[src/rtl/lms_mac.sv]
// Pipelined signed multiply-accumulate for the LMS datapath: register, multiply,
// accumulate framed vectors, then round/shift the sum. Define LMS_MAC_SAT_EN to saturate dout.
module lms_mac #(
    parameter int A_W       = 16,
    parameter int B_W       = 16,
    parameter int ACC_W     = 40,
    parameter int OUT_SHIFT = 15,
    parameter int OUT_W     = 16
) (
    input  logic                        clk,
    input  logic                        reset,
    input  logic                        ce,
    input  logic                        in_valid,
    input  logic                        in_first,
    input  logic                        in_last,
    input  logic signed [A_W-1:0]       a,
    input  logic signed [B_W-1:0]       b,
    output logic                        prod_valid,
    output logic signed [A_W+B_W-1:0]   prod,
    output logic                        acc_valid,
    output logic signed [ACC_W-1:0]     acc_out,
    output logic signed [OUT_W-1:0]     dout,
    output logic                        ovf
);

    localparam int P_W = A_W + B_W;
    localparam logic signed [ACC_W:0] HALF = (ACC_W + 1)'(1) <<< (OUT_SHIFT - 1);

`ifdef LMS_MAC_SAT_EN
    localparam bit SAT_EN = 1'b1;
`else
    localparam bit SAT_EN = 1'b0;
`endif

    logic signed [A_W-1:0]   a_reg;
    logic signed [B_W-1:0]   b_reg;
    logic                    valid1_reg, first1_reg, last1_reg;
    logic                    first2_reg, last2_reg;
    logic signed [ACC_W-1:0] acc_reg;
    logic                    last3_reg;

    logic signed [ACC_W-1:0] prod_ext;
    logic signed [ACC_W:0]   rnd;
    logic signed [ACC_W:0]   shifted;
    logic                    in_range;
    logic signed [OUT_W-1:0] dout_next;
    logic                    ovf_next;

    // S1: operand and framing registers
    always_ff @(posedge clk or posedge reset) begin
        if (reset) begin
            a_reg      <= '0;
            b_reg      <= '0;
            valid1_reg <= 1'b0;
            first1_reg <= 1'b0;
            last1_reg  <= 1'b0;
        end else if (ce) begin
            a_reg      <= a;
            b_reg      <= b;
            valid1_reg <= in_valid;
            first1_reg <= in_first;
            last1_reg  <= in_last;
        end
    end

    // S2: full-precision product
    always_ff @(posedge clk or posedge reset) begin
        if (reset) begin
            prod       <= '0;
            prod_valid <= 1'b0;
            first2_reg <= 1'b0;
            last2_reg  <= 1'b0;
        end else if (ce) begin
            prod       <= a_reg * b_reg;
            prod_valid <= valid1_reg;
            first2_reg <= first1_reg;
            last2_reg  <= last1_reg;
        end
    end

    assign prod_ext = ACC_W'(prod);

    // S3: wrapping accumulator; a first term restarts the sum, discarding any open vector
    always_ff @(posedge clk or posedge reset) begin
        if (reset) begin
            acc_reg   <= '0;
            last3_reg <= 1'b0;
        end else if (ce) begin
            if (prod_valid) begin
                acc_reg <= first2_reg ? prod_ext : acc_reg + prod_ext;
            end
            last3_reg <= prod_valid & last2_reg;
        end
    end

    // Round half toward +inf in one extra bit so the bias add cannot wrap
    assign rnd      = {acc_reg[ACC_W-1], acc_reg} + HALF;
    assign shifted  = rnd >>> OUT_SHIFT;
    assign in_range = (&shifted[ACC_W:OUT_W-1]) | ~(|shifted[ACC_W:OUT_W-1]);

    always_comb begin
        dout_next = shifted[OUT_W-1:0];
        ovf_next  = 1'b0;
        if (SAT_EN && !in_range) begin
            ovf_next  = 1'b1;
            dout_next = shifted[ACC_W] ? {1'b1, {(OUT_W-1){1'b0}}}
                                       : {1'b0, {(OUT_W-1){1'b1}}};
        end
    end

    // S4: result registers update only on a vector's last term
    always_ff @(posedge clk or posedge reset) begin
        if (reset) begin
            acc_valid <= 1'b0;
            acc_out   <= '0;
            dout      <= '0;
            ovf       <= 1'b0;
        end else if (ce) begin
            acc_valid <= last3_reg;
            if (last3_reg) begin
                acc_out <= acc_reg;
                dout    <= dout_next;
                ovf     <= ovf_next;
            end
        end
    end

endmodule
[config.mk]
export PLATFORM = sky130hd
export DESIGN_NAME = lms_mac
export DESIGN_NICKNAME = d
export VERILOG_FILES = /design/src/rtl/lms_mac.sv
export SDC_FILE = /design/constraint.sdc
export NUM_CORES = 1
export LEC_CHECK = 0
export BUFFER_PORTS_ARGS = -buffer_cell sky130_fd_sc_hd__buf_2
export CAP_MARGIN = 20
export CELL_PAD_IN_SITES_DETAIL_PLACEMENT = 1
export CELL_PAD_IN_SITES_GLOBAL_PLACEMENT = 1
export CORE_ASPECT_RATIO = 0.8
export CORE_MARGIN = 3
export CORE_UTILIZATION = 45
export CTS_BUF_LIST = sky130_fd_sc_hd__clkbuf_4
export DETAILED_ROUTE_END_ITERATION = 12
export PLACE_DENSITY = 0.84
export SETUP_SLACK_MARGIN = 0.5
export SLEW_MARGIN = 20
export SYNTH_ARGS = -nofsm -noshare
export SYNTH_HDL_FRONTEND = slang
export SYNTH_SLANG_ARGS = --single-unit
[constraint.sdc]
create_clock -name clk -period 6.3 [get_ports clk]
set_input_delay 0.315 -clock clk [delete_from_list [all_inputs] [get_ports clk]]
set_output_delay 0.315 -clock clk [all_outputs]
set_load 0.02 [all_outputs]
==> results of run 1 <==
==> what timing repair did <==
action,CTS,global route
pin swaps,29,49
hold buffers,36,0
setup endpoints to repair,13,16
setup buffers,52,14
gates resized for setup,87,71
endpoints found under the hold margin,103,0
==> layout by cell type, fill, tap and decap left out, types with 5 or more instances in the layout <==
| cell type | n |
|---|---|
| xnor2_1 | 47 |
| o21a_1 | 8 |
| nand2_2 | 6 |
| a21oi_1 | 84 |
| nand3_1 | 19 |
| nand2_1 | 213 |
| buf_6 | 17 |
| and2_1 | 116 |
| a211oi_1 | 8 |
| diode_2 | 5 |
| a21oi_2 | 16 |
| nand2b_1 | 13 |
| o21bai_1 | 5 |
| o211ai_1 | 7 |
| and3_1 | 8 |
| nand4_1 | 10 |
| inv_6 | 5 |
| xor2_1 | 32 |
| a21o_1 | 22 |
| buf_4 | 93 |
| inv_1 | 318 |
| nor3_1 | 9 |
| ha_4 | 12 |
| dfrtp_1 | 141 |
| clkbuf_4 | 18 |
| buf_2 | 127 |
| ha_1 | 107 |
| dlygate4sd3_1 | 36 |
| fa_1 | 253 |
| o21ai_0 | 85 |
| inv_2 | 13 |
| mux2_2 | 96 |
| a31oi_1 | 5 |
| o21ai_2 | 5 |
| dfrtp_2 | 27 |
| fa_2 | 10 |
| buf_12 | 6 |
| nor2_1 | 76 |
==> metrics by stage <==
stage	TNS (ns)	instances	utilization	setup slack (ns)	area (sq um)
detailed placement	-0.863	2581	0.500	-0.278	20100
CTS	0	2701	0.535	0.257	21400
global placement	0	2581	0.500	0.0832	20100
finish	0	2720	0.544	0.132	21800
floorplan	0	1943	-	0.508	18800
global route	0	2717	0.544	0.0164	21800
==> worst reg2reg max path, stage by stage, from the launching register on <==
cell and delay, ns:
dfrtp_2 0.49, buf_6 0.17, buf_4 0.12, nand2_1 0.08, fa_1 0.55, fa_1 0.55, fa_1 0.53, inv_1 0.06
fa_1 0.49, fa_1 0.49, inv_1 0.05, fa_1 0.50, inv_2 0.05, ha_4 0.27, a21oi_4 0.17, o21ai_2 0.08
nand2_1 0.07, nand2_2 0.08, o2111a_2 0.30, o31a_1 0.29, a41o_1 0.21, a21oi_2 0.14, xnor2_1 0.08, mux2_4 0.25
==> path summary, 6_finish.rpt <==
kind / start / to / slack, ns / depth (start not counted)
worst min-delay path: ce / last3_reg$_DFFE_PP0P_ / 0.10 / 3
max in group asynchronous: reset / acc_out[24]$_DFFE_PP0P_ / 4.87 / 4
worst max-delay path: b_reg[1]$_DFFE_PP0P_ / prod[30]$_DFFE_PP0P_ / 0.13 / 23
worst max register to register: b_reg[1]$_DFFE_PP0P_ / prod[30]$_DFFE_PP0P_ / 0.13 / 23
min in group asynchronous: reset / acc_reg[9]$_DFFE_PP0P_ / 0.24 / 3
worst min register to register: dout[10]$_DFFE_PP0P_ / dout[10]$_DFFE_PP0P_ / 0.50 / 2
==> logic make-up (layout without fill, tap and decap cells) <==
family | count (synthesis) | count (layout) | synth area share
other cells | 1 | 6 | 0.000202
simple gates | 505 | 505 | 0.129
mux | 103 | 103 | 0.0622
flops | 168 | 168 | 0.226
fa+ha+maj | 385 | 385 | 0.366
buf+inv | 409 | 645 | 0.0835
xor+xnor | 79 | 79 | 0.0373
compound gates | 293 | 293 | 0.0952
==> final cells by class <==
type,count,area share
Multi-Input combinational cell,1366,0.610
Antenna cell,5,0.000574
Tap cell,536,0.0307
Timing Repair Buffer,279,0.0919
Clock buffer,18,0.00619
Inverter,334,0.0580
Sequential cell,168,0.194
Clock inverter,14,0.00860
==> metal layers <==
layer  part of all wire  track usage  up-vias  routed length (microns)
li1                   -            -     6611                        -
met4              0.027       0.0729        0                     1560
met5                  0            0        -                        0
met3              0.048       0.0486      120                     2750
met1               0.41        0.332     7798                    23400
met2               0.52        0.468      376                    29400
==> metrics.txt, run 1 <==
critical path's largest stage delay=0.55 ns; synth warn=0; total CTS buffers=17; post-DP HPWL=between 40000 and 50000 microns; asr flop ratio synth=1.00; clock latency on the worst-skew pair=approximately 0.73 ns; CP cell instances=buf_6, buf_4, nand2_1, fa_1, fa_1, fa_1, inv_1, fa_1, fa_1, inv_1, fa_1, inv_2, ha_4, a21oi_4, o21ai_2, nand2_1, nand2_2, o2111a_2, o31a_1, a41o_1, a21oi_2, xnor2_1, mux2_4; routed len/inst=roughly 21 microns; Crit path required time=about 6.9 ns; mapped cell area=about 19000 sq um; max-cap violation count=0; largest net degree at the start of global routing=between 70 and 80; routed wire length=about 57000 microns; Slew Limit Fails=0; Crit path max-delay family=adder cells; list of most frequent post-synthesis cells=334 x inv_1, 263 x fa_1, 221 x nand2_1, 168 x dfrtp_1, 122 x ha_1; footprint of the multi-input gates=roughly 13000 sq um; skew final=0.0474 ns; Worst Setup End Kind=flop; register area share after synthesis=0.226; Worst path slowest cell=fa_1; CTS tree=yes; most common cell in the synthesized netlist=inv_1; period utilisation layout=0.979; Min-Delay Path Class=input port to flop; Via-to-Cell Ratio=roughly 5.5; Max Clock Freq=approximately 160 MHz; syn avg cell area=~9.6 sq um; port buffer count=approximately 130; worst setup path class=flop to flop; Initial Util=0.463; Min Clock Period, post-route=approximately 6 ns; Worst-path clk slew=approximately 0.15 ns; CORE AREA=between 40000 and 50000 sq um; Area contributors post-synth=fa_1 28%, dfrtp_1 23%, ha_1 8.2%, inv_1 6.8%, mux2_2 6.0%; Die W=between 200 and 250 microns; First-pass DRT Iterations=5; Synth Flop Type=dfrtp_1; CTS Root Cell=clkbuf_4; global-route wire length before repair=a little over 90000 microns; grt ovf=0; antenna violations before repair=2; Routed Antenna Nets=0; count of cell types in the netlist=66; CP Launch Type=flop; Min Hold Slack=0.104 ns; Die ar.=43700 sq um; DRC=0; Area growth, synth to finish=17.5%; vias in the first global route=between 15k and 20k; row count=between 60 and 70; cell taking the most area after synthesis=fa_1; number of synthesized flops with an enable pin=0; most frequent CP cell=fa_1; storage element area=between 4000 and 5000 sq um; CP Buf/Inv Count=5; TritonCTS Sinks=between 150 and 200; Max Buffers Root-to-Sink=2; worst-margin pin slew=~0.96 ns; placer congestion estimate=roughly 0.86; Post-Syn Nets=2366; status=completed; layout net count=2589; Gate Count Post-Synth=1943; Finish-stage setup viols=0; Critical Path AT=between 6 and 7 ns; GRT Overall Usage=0.265; die height=188 microns; post-synthesis register bit count=about 170; share of the synthesized area in the top cell type=0.284; layout cells sized above 1=0.232; Iter 0 DRT Violations=roughly 890; Hold Vio Cnt, Final=0; largest fanout on the critical path=5; fillcell total=between 4k and 5k; Vias=14.9k; relative slew slack=0.362; RSZ-0062 raised after global routing=yes; H-tree levels=4; # IOs=129
Power of run 1 is not shown: default switching activity piles up to over one toggle a cycle in this logic, so the estimate is an artifact.
==> run 2: changes to the inputs <==
BUFFER_PORTS_ARGS = not set   (was -buffer_cell sky130_fd_sc_hd__buf_2)
CORE_UTILIZATION = 48   (was 45)
DONT_BUFFER_PORTS = 1   (was not set)
==> run 2 against run 1 <==
Register-to-register slack got worse by 0.096 ns. Core utilization is 2.1 points higher. Sequential cell count did not move. Highest routed layer is now met5. Critical endpoint unchanged. Setup slack lost 0.096 ns. Wire length rose by 4.5%. Clock skew rose by 0.0023 ns. Critical path depth decreased by 2. Final cell count is 5.9% lower. First-iteration DRC count grew 11%. Global-route usage up 2.1 points. Clock-buffer cell count down 1. Hold slack improved by 0.0021 ns. Largest cell class unchanged.
==> metrics.txt, run 2 (synthesized netlist as in run 1, its figures left out) <==
setup TNS=0 ns (unchanged); grt ovf=0 (unchanged); DRC=0 (unchanged); max-cap violation count=0 (unchanged); relative slew slack=0.232 (-0.130); vias in the first global route=17.0k (-0.44%); H-tree levels=4 (unchanged); Finish-stage setup viols=0 (unchanged); layout net count=2478 (-4.3%); cell area after layout=21200 sq um (-2.7%); Min Clock Period, post-route=6.26 ns (+0.0957 ns); Min-Delay Path Class=input port to flop; TritonCTS Sinks=168 (unchanged); Initial Util=0.494 (+0.0307); placer congestion estimate=0.879 (+1.9%); Die ar.=41100 sq um (-6.1%); post-DP HPWL=41100 microns (-0.92%); period utilisation layout=0.994 (+0.0152); Critical Path AT=6.81 ns (+0.04 ns); status=completed; CP Launch Type=flop; CTS tree=yes; Routed Antenna Nets=0 (unchanged); Die W=226 microns (-3.1%); CP Buf/Inv Count=5 (unchanged); Placed Cells=2403 (-6.9%); CORE AREA=37600 sq um (-6.2%); Vias=14.7k (-1.3%); Max Buffers Root-to-Sink=2 (unchanged); clock latency on the worst-skew pair=0.67 ns (-0.06 ns); GRT Overall Usage=0.286 (+0.0209); Worst-path clk slew=0.20 ns (+0.05 ns); Crit path required time=6.85 ns (-0.05 ns); Iter 0 DRT Violations=991 (+11%); most frequent cells in the layout=320 x inv_1, 251 x fa_1, 211 x nand2_1; total CTS buffers=17 (unchanged); antenna violations before repair=3 (+1); Placed Area=19400 sq um (-3.4%); Max Clock Freq=160 MHz (-1.5%); First-pass DRT Iterations=5 (unchanged); skew final=0.0497 ns (+0.00234 ns); Worst path slowest cell=fa_2; most frequent CP cell=fa_1; global-route wire length before repair=90800 microns (-0.36%); largest fanout on the critical path=5 (unchanged); routed wire length=59700 microns (+4.5%); Slew Limit Fails=0 (unchanged); Area growth, synth to finish=14.4%; Via-to-Cell Ratio=5.75 (+4.9%); Hold Vio Cnt, Final=0 (unchanged); CP cell instances=buf_6, and2_4, fa_2, buf_4, buf_4, fa_1, fa_1, fa_1, fa_1, inv_1, fa_1, inv_1, ha_4, a21o_1, a21oi_2, o22ai_2, o31a_1, a41o_1, a21oi_2, xnor2_1, mux2_2; Non-Filler Instances=2559 (-5.9%); port buffer count=0 (-100%); critical path's largest stage delay=0.66 ns (+0.11 ns); worst-margin pin slew=1.15 ns (+0.195 ns); largest net degree at the start of global routing=88 (+19%); die height=182 microns (-3.1%); routed len/inst=23.3 microns (+11%); # IOs=129 (unchanged); layout cells sized above 1=0.190 (-0.0422); row count=63 (-3.1%); Worst Setup End Kind=flop; Crit path max-delay family=adder cells; worst setup path class=flop to flop; CTS Root Cell=clkbuf_4; commonest non-fill, non-tap cell in the layout=inv_1; RSZ-0062 raised after global routing=yes
-- run 2: repair_timing --
action,4_1_cts,5_1_grt
resized for setup,96,65
setup buffers,61,19
hold buffers,40,0
cloned,0,0
endpoints found under the setup margin,14,16
hold endpoints to repair,153,0
pin swaps,37,38
-- run 2: tightest hold or removal path: cells and delay by family --
family | cells | cell delay [ns]
AO/OA/AOI/OAI | 1 | 0.08
buffers and inverters | 1 | 0.19
AND/OR/NAND/NOR | 1 | 0.12
-- run 2: path summary, 6_finish.rpt --
| path | start | endpoint | slack, ns | depth (start not counted) |
|---|---|---|---|---|
| worst min-delay path | ce | last3_reg$_DFFE_PP0P_ | 0.11 | 3 |
| worst max-delay path | a_reg[15]$_DFFE_PP0P_ | prod[30]$_DFFE_PP0P_ | 0.04 | 21 |
| worst min register to register | acc_reg[31]$_DFFE_PP0P_ | acc_reg[31]$_DFFE_PP0P_ | 0.53 | 2 |
| worst max register to register | a_reg[15]$_DFFE_PP0P_ | prod[30]$_DFFE_PP0P_ | 0.04 | 21 |
| min in group asynchronous | reset | acc_reg[3]$_DFFE_PP0P_ | 0.29 | 2 |
| max in group asynchronous | reset | first2_reg$_DFFE_PP0P_ | 4.63 | 3 |
-- run 2: stage by stage --
stage	hold WS, ns	utilization	setup slack, ns
floorplan	0.436	-	0.508
CTS	0.112	0.555	0.232
global route	0.124	0.565	-0.0941
finish	0.106	0.565	0.0359
detailed placement	0.419	0.515	-0.377
global placement	0.404	0.515	0.0419
-- run 2: per-layer routing --
layer	wire, microns	part of all wire	vias to the layer above	global-route usage
met5	13	0.00022	-	0
met4	2930	0.049	2	0.129
met3	3180	0.053	187	0.0622
met2	30500	0.51	478	0.501
met1	23000	0.39	7650	0.335
li1	-	-	6393	-
-- run 2: area by class of cell --
class / count / area [sq um]
Clock inverter: 15 / 136
Timing Repair Buffer: 168 / 1570
Inverter: 334 / 1260
Antenna cell: 4 / 10.0
Sequential cell: 168 / 4240
Tap cell: 487 / 609
Fill cell: 4145 / 16400
Clock buffer: 17 / 128
Multi-Input combinational cell: 1366 / 13300
Power of run 2 is left out for the same reason.
